[src/rtl/alu_pkg.sv]
// Shared definitions for the 8-bit ALU datapath: widths, opcode map,
// status flag bit positions and the operand-loader state encoding.
package alu_pkg;

   localparam int WIDTH   = 8;
   localparam int SEL_W   = 3;
   localparam int NUM_OPS = 6;

   localparam logic [SEL_W-1:0] OP_ADD = 3'd0;
   localparam logic [SEL_W-1:0] OP_SUB = 3'd1;
   localparam logic [SEL_W-1:0] OP_AND = 3'd2;
   localparam logic [SEL_W-1:0] OP_OR  = 3'd3;
   localparam logic [SEL_W-1:0] OP_XOR = 3'd4;
   localparam logic [SEL_W-1:0] OP_NOT = 3'd5;

   localparam int FLAG_Z = 0;
   localparam int FLAG_C = 1;
   localparam int FLAG_N = 2;

   typedef enum logic [2:0] {
      S_A    = 3'd0,
      S_B    = 3'd1,
      S_OP   = 3'd2,
      S_EXEC = 3'd3,
      S_OUT  = 3'd4
   } state_e;

   function automatic logic op_legal(input logic [SEL_W-1:0] op);
      return (32'(op) < NUM_OPS);
   endfunction

endpackage

[src/rtl/alu_operand_loader_if.sv]
// Byte-stream input, ALU operand/result hookup and result output of the loader.
// slave is the loader's view; master is the surrounding datapath/source view.
interface alu_operand_loader_if #(
   parameter int WIDTH = 8,
   parameter int SEL_W = 3
);
   logic [WIDTH-1:0] in_data;
   logic             in_valid;
   logic             in_ready;
   logic [WIDTH-1:0] alu_a;
   logic [WIDTH-1:0] alu_b;
   logic [SEL_W-1:0] alu_sel;
   logic [WIDTH-1:0] alu_y;
   logic             alu_cout;
   logic [WIDTH-1:0] out_data;
   logic [2:0]       out_flags;
   logic             out_valid;
   logic             out_ready;
   logic             err;
   logic             busy;

   modport slave (
      input  in_data, in_valid, alu_y, alu_cout, out_ready,
      output in_ready, alu_a, alu_b, alu_sel, out_data, out_flags, out_valid, err, busy
   );

   modport master (
      output in_data, in_valid, alu_y, alu_cout, out_ready,
      input  in_ready, alu_a, alu_b, alu_sel, out_data, out_flags, out_valid, err, busy
   );
endinterface

[src/rtl/alu_flag_gen.sv]
// Combinational {N,C,Z} status from an ALU result; shared with the writeback stage.
module alu_flag_gen
   import alu_pkg::*;
#(
   parameter int W = WIDTH
) (
   input  logic [W-1:0] y_i,
   input  logic         cout_i,
   output logic [2:0]   flags_o
);
   always_comb begin
      flags_o         = '0;
      flags_o[FLAG_Z] = (y_i == '0);
      flags_o[FLAG_C] = cout_i;
      flags_o[FLAG_N] = y_i[W-1];
   end
endmodule

[src/rtl/alu_operand_loader.sv]
// Sequencer in front of the ALU: loads A, B, opcode from a byte stream,
// gives the ALU one stable execute cycle, then holds the result until taken.
module alu_operand_loader
   import alu_pkg::*;
(
   input  logic                clk,
   input  logic                rst,
   alu_operand_loader_if.slave bus
);
   state_e           state_q;
   logic [WIDTH-1:0] a_q, b_q, out_data_q;
   logic [SEL_W-1:0] sel_q;
   logic [2:0]       flags_q, flags_d;
   logic             out_valid_q, err_q, busy_q, in_ready_q;
   logic             in_xfer, out_xfer;
   logic [SEL_W-1:0] op_in;

   assign in_xfer  = bus.in_valid && in_ready_q;
   assign out_xfer = out_valid_q && bus.out_ready;
   assign op_in    = bus.in_data[SEL_W-1:0];

   alu_flag_gen #(.W(WIDTH)) u_flags (
      .y_i    (bus.alu_y),
      .cout_i (bus.alu_cout),
      .flags_o(flags_d)
   );

   // in_ready is registered and therefore reads 0 for the cycle after reset,
   // so every output is 0 there; it rises on the first S_A cycle.
   always_ff @(posedge clk) begin
      if (rst) begin
         state_q     <= S_A;
         a_q         <= '0;
         b_q         <= '0;
         sel_q       <= '0;
         out_data_q  <= '0;
         flags_q     <= '0;
         out_valid_q <= 1'b0;
         err_q       <= 1'b0;
         busy_q      <= 1'b0;
         in_ready_q  <= 1'b0;
      end else begin
         err_q <= 1'b0;
         case (state_q)
            S_A: begin
               in_ready_q <= 1'b1;
               if (in_xfer) begin
                  a_q     <= bus.in_data;
                  busy_q  <= 1'b1;
                  state_q <= S_B;
               end
            end
            S_B: if (in_xfer) begin
               b_q     <= bus.in_data;
               state_q <= S_OP;
            end
            S_OP: if (in_xfer) begin
               if (op_legal(op_in)) begin
                  sel_q      <= op_in;
                  in_ready_q <= 1'b0;
                  state_q    <= S_EXEC;
               end else begin
                  err_q   <= 1'b1;
                  busy_q  <= 1'b0;
                  state_q <= S_A;
               end
            end
            S_EXEC: begin
               out_data_q  <= bus.alu_y;
               flags_q     <= flags_d;
               out_valid_q <= 1'b1;
               state_q     <= S_OUT;
            end
            S_OUT: if (out_xfer) begin
               out_valid_q <= 1'b0;
               in_ready_q  <= 1'b1;
               busy_q      <= 1'b0;
               state_q     <= S_A;
            end
            default: begin
               out_valid_q <= 1'b0;
               in_ready_q  <= 1'b1;
               busy_q      <= 1'b0;
               state_q     <= S_A;
            end
         endcase
      end
   end

   assign bus.in_ready  = in_ready_q;
   assign bus.alu_a     = a_q;
   assign bus.alu_b     = b_q;
   assign bus.alu_sel   = sel_q;
   assign bus.out_data  = out_data_q;
   assign bus.out_flags = flags_q;
   assign bus.out_valid = out_valid_q;
   assign bus.err       = err_q;
   assign bus.busy      = busy_q;
endmodule

[src/flat_wrapper.sv]
// flat-port wrapper written by rule: the top's interface ports become plain ports
module alu_operand_loader_flat import alu_pkg::*;
  (clk, rst, bus_in_data, bus_in_valid, bus_alu_y, bus_alu_cout, bus_out_ready, bus_in_ready, bus_alu_a, bus_alu_b, bus_alu_sel, bus_out_data, bus_out_flags, bus_out_valid, bus_err, bus_busy);
  alu_operand_loader_if bus_i ();
  input  logic clk;
  input  logic rst;
  input wire logic [$bits(bus_i.in_data)-1:0] bus_in_data;
  input wire logic [$bits(bus_i.in_valid)-1:0] bus_in_valid;
  input wire logic [$bits(bus_i.alu_y)-1:0] bus_alu_y;
  input wire logic [$bits(bus_i.alu_cout)-1:0] bus_alu_cout;
  input wire logic [$bits(bus_i.out_ready)-1:0] bus_out_ready;
  output wire logic [$bits(bus_i.in_ready)-1:0] bus_in_ready;
  output wire logic [$bits(bus_i.alu_a)-1:0] bus_alu_a;
  output wire logic [$bits(bus_i.alu_b)-1:0] bus_alu_b;
  output wire logic [$bits(bus_i.alu_sel)-1:0] bus_alu_sel;
  output wire logic [$bits(bus_i.out_data)-1:0] bus_out_data;
  output wire logic [$bits(bus_i.out_flags)-1:0] bus_out_flags;
  output wire logic [$bits(bus_i.out_valid)-1:0] bus_out_valid;
  output wire logic [$bits(bus_i.err)-1:0] bus_err;
  output wire logic [$bits(bus_i.busy)-1:0] bus_busy;
  assign bus_i.in_data = bus_in_data;
  assign bus_i.in_valid = bus_in_valid;
  assign bus_i.alu_y = bus_alu_y;
  assign bus_i.alu_cout = bus_alu_cout;
  assign bus_i.out_ready = bus_out_ready;
  assign bus_in_ready = bus_i.in_ready;
  assign bus_alu_a = bus_i.alu_a;
  assign bus_alu_b = bus_i.alu_b;
  assign bus_alu_sel = bus_i.alu_sel;
  assign bus_out_data = bus_i.out_data;
  assign bus_out_flags = bus_i.out_flags;
  assign bus_out_valid = bus_i.out_valid;
  assign bus_err = bus_i.err;
  assign bus_busy = bus_i.busy;
  alu_operand_loader u_core (.clk(clk), .rst(rst), .bus(bus_i));
endmodule
[config.mk]
export PLATFORM = sky130hd
export DESIGN_NAME = alu_operand_loader_flat
export DESIGN_NICKNAME = d
export VERILOG_FILES = /design/src/rtl/alu_pkg.sv /design/src/rtl/alu_operand_loader_if.sv /design/src/rtl/alu_flag_gen.sv /design/src/rtl/alu_operand_loader.sv /design/src/flat_wrapper.sv
export SDC_FILE = /design/constraint.sdc
export NUM_CORES = 1
export LEC_CHECK = 0
export ABC_AREA = 1
export CAP_MARGIN = 20
export CORE_UTILIZATION = 40
export CTS_BUF_LIST = sky130_fd_sc_hd__clkbuf_8
export CTS_CLUSTER_SIZE = 30
export DETAILED_ROUTE_END_ITERATION = 8
export PLACE_DENSITY = 0.76
export SYNTH_ARGS = -nofsm -noshare
export SYNTH_HDL_FRONTEND = slang
export SYNTH_HIERARCHICAL = 1
export SYNTH_SLANG_ARGS = --single-unit
[constraint.sdc]
create_clock -name clk -period 1.05 [get_ports clk]
set_input_delay 0.21 -clock clk [delete_from_list [all_inputs] [get_ports clk]]
set_output_delay 0.21 -clock clk [all_outputs]
set_load 0.05 [all_outputs]
==> results.cfg <==
[placed_design]
io_buffers = 54
dp.final_hpwl_microns = 2810
place_area_sq_um = 2570
place.gp.congestion = 0.823

[power]
p_leak_nw = 1.26
vdd_drop_max_mv = 1.10
p_per_area_nw_per_um2 = 1300

[worst_setup_path]
slowest_delay_ns = 0.41
crit_chain = nor3_4 -> nand3_2 -> o21ai_1 -> nor2_1
timing.rr.start = u_core/state_q[2]
critPathMaxFanout = 8
cp_data_required_time_ns = 1.22
crit_path_end_kind = flop
critPathLaunchType = flop
crit_arrival_ns = 1.41
slowest_stage = dfxtp_4
rr_worst_depth = 4
rr_endpoint = u_core/bus.alu_sel[2]
rrSetupSlack_ns = -0.20
critPathKind = reg2reg

[min_path]
min-delay-start = u_core/bus.alu_a[6]
hold_path_class = reg2reg
hold_path_depth = 2
holdPathEnd = u_core/bus.alu_a[6]

[clocking]
insertion_delay_ns = 0.28
cts_sinks = 37
htree_levels = 2
holdBufCountCts = 0
cts.clk_slew.worst_paths_ns = 0.08
cts_tree = built
cts_buffer_depth = 2
root_buffer = clkbuf_8
cts_buffers = 5

[global_routing]
grt_max_degree = 34
grt_pass1_vias = 1510
track_usage_pct = 21.1
grt_pass1_wl_microns = 6680
overflow = 0
antenna_found_initial = 0

[final_layout]
nFillCells = 205
syn2layout_area_growth_pct = 95.7
fin_util_pct = 81.5
fin_area_sq_um = 2980
final_cell_mix = 40 x nor2_1, 36 x buf_12, 29 x dfxtp_2
layout_commonest_cell = nor2_1
num-nets-final = 297
drive_gt1_share_pct = 51.6
multiInputGateArea_sq_um = 771
antennaDiodeCount = 0
seqCellArea_sq_um = 792

[timing]
finalCritPeriodShare_pct = 119
setup_slack_ns = -0.196
slew_headroom_pct = 80.4
worstMarginPinSlew_ns = 0.293
setup_viol = 37
finalHoldViolCount = 0
max_freq_mhz = 802
rsz0062_at_grt = true
fin_crit_ns = 1.25
slew_violations = 0
skew_ns = 0.00575

[yosys]
synth_area_sq_um = 1530
syn_nets = 219
syn_inst = 198
synth_top_area_share_pct = 48.6
ys_types = 27
ys_seq_area_share_pct = 48.6
yosys_register_bits = 37
yosys_warnings = 6
synth.area.top_cells = dfxtp_1 49%, nor2_1 11%, o21ai_1 7.5%
syn_area_per_cell_sq_um = 7.70
yosys.area.top_type = dfxtp_1

[route]
drt-initial-drc-count = 70
ant_nets = 0
drt_wl_total_microns = 4810
m1WireLength_microns = 1890
dr.max_layer_used = met4
viasPerCell = 4.94
routedWlPerCell_microns = 14.8
route.met2.wl_microns = 2650
met3_length_microns = 194
drt_first_pass_iters = 4
route.detailed.drc = 0
via_count = 1607

[floorplan]
die_y_microns = 63.8
dieArea_sq_um = 4060
io-pin-count = 55
coreArea_sq_um = 3660
num_rows = 22
die_w_microns = 63.8
initial_core_util_pct = 41.7

[outcome]
violations = negative setup slack
status = complete, but fails checks

[job]
max_cap_viol_count = 0
==> layer usage <==
layer,global-route usage [%],vias to the layer above
met1,23.2,769
met3,5.36,8
li1,-,787
met4,7.39,0
met5,0,-
met2,38.7,43
==> cells in the mapped netlist <==
library cell  count
nor3_1            1
nand2_1          17
a21oi_2           1
inv_1            16
o21bai_1          1
nor2_8            1
buf_2             2
clkinv_1          1
nand3_2           3
nor2_1           43
inv_4             1
o21ai_0           8
nand2_2           1
nor2_4            1
nand2_4           1
buf_1             2
inv_2             4
nor2_2           10
nor3_2            1
o21ai_1          23
buf_4             3
dfxtp_1          37
nand4_1           1
nand3_1           4
clkbuf_1          1
a21oi_1          13
buf_6             1
==> final cells by class <==
type,count,share of cell area [%]
well taps,48,2.01
inverters,22,3.44
repair inverters,1,0.210
multi-input cells,131,25.8
flip-flops and latches,37,26.5
repair buffers,78,37.5
clock buffers,5,2.31
clock inverters,3,2.18
==> critical path, delay by kind of cell (launching register included) <==
family / cells / cell delay, ns
AO/OA/AOI/OAI: 1 / 0.22
flip-flops: 1 / 0.41
AND/OR/NAND/NOR: 3 / 0.50
==> report_power, final <==
part	internal [mW]	switching (mW)	total, mW
clock	0.944	0.506	1.45
sequential	1.47	0.0788	1.55
combinational	0.421	0.451	0.872
total	2.83	1.04	3.87
==> registers in the layout (all words and copies together) (netlist names), 3 cells and up <==
register and flops:
u_core/bus.alu_sel 3, u_core/bus.alu_a 8, u_core/bus.out_data 8, u_core/state_q 3
u_core/bus.out_flags 3, u_core/bus.alu_b 8
==> worst max path at each step <==
stage | from | depth (start not counted) | end
final | u_core/state_q[2] | 4 | u_core/bus.alu_sel[2]
after global routing | u_core/state_q[0] | 7 | u_core/bus.alu_b[1]
after CTS | u_core/state_q[0] | 4 | u_core/bus.alu_a[1]
after detailed placement | bus_in_valid | 6 | u_core/bus.alu_a[1]
after global placement | bus_in_valid | 6 | u_core/bus.alu_a[4]
after floorplan | u_core/bus.in_ready | 6 | u_core/bus.alu_a[5]
==> stage by stage <==
stage,power [mW],worst slack [ns],cells,setup TNS (ns),hold slack [ns]
2_1_floorplan,1.92,-0.0527,198,-0.215,0.269
3_3_place_gp,2.31,-0.387,305,-11.09,0.472
3_5_place_dp,2.32,-0.444,305,-12.16,0.482
4_1_cts,3.78,-0.104,317,-2.37,0.493
5_1_grt,4.02,-0.260,325,-5.23,0.493
6_report,3.87,-0.196,325,-3.03,0.472
==> what timing repair did <==
| item | 4_1_cts | 5_1_grt |
|---|---|---|
| hold endpoints to repair | 0 | 0 |
| pin swaps | 5 | 8 |
| buffers inserted | 4 | 6 |
| resized for setup | 20 | 56 |
| cloned | 0 | 2 |
| setup endpoints to repair | 45 | 57 |
==> cell families after synthesis <==
kind of cell,Yosys count,synth area share (%)
simple gates,84,26.7
compound gates,46,15.5
flops,37,48.6
buf+inv,31,9.19
Power figures use the tool's default switching activity.
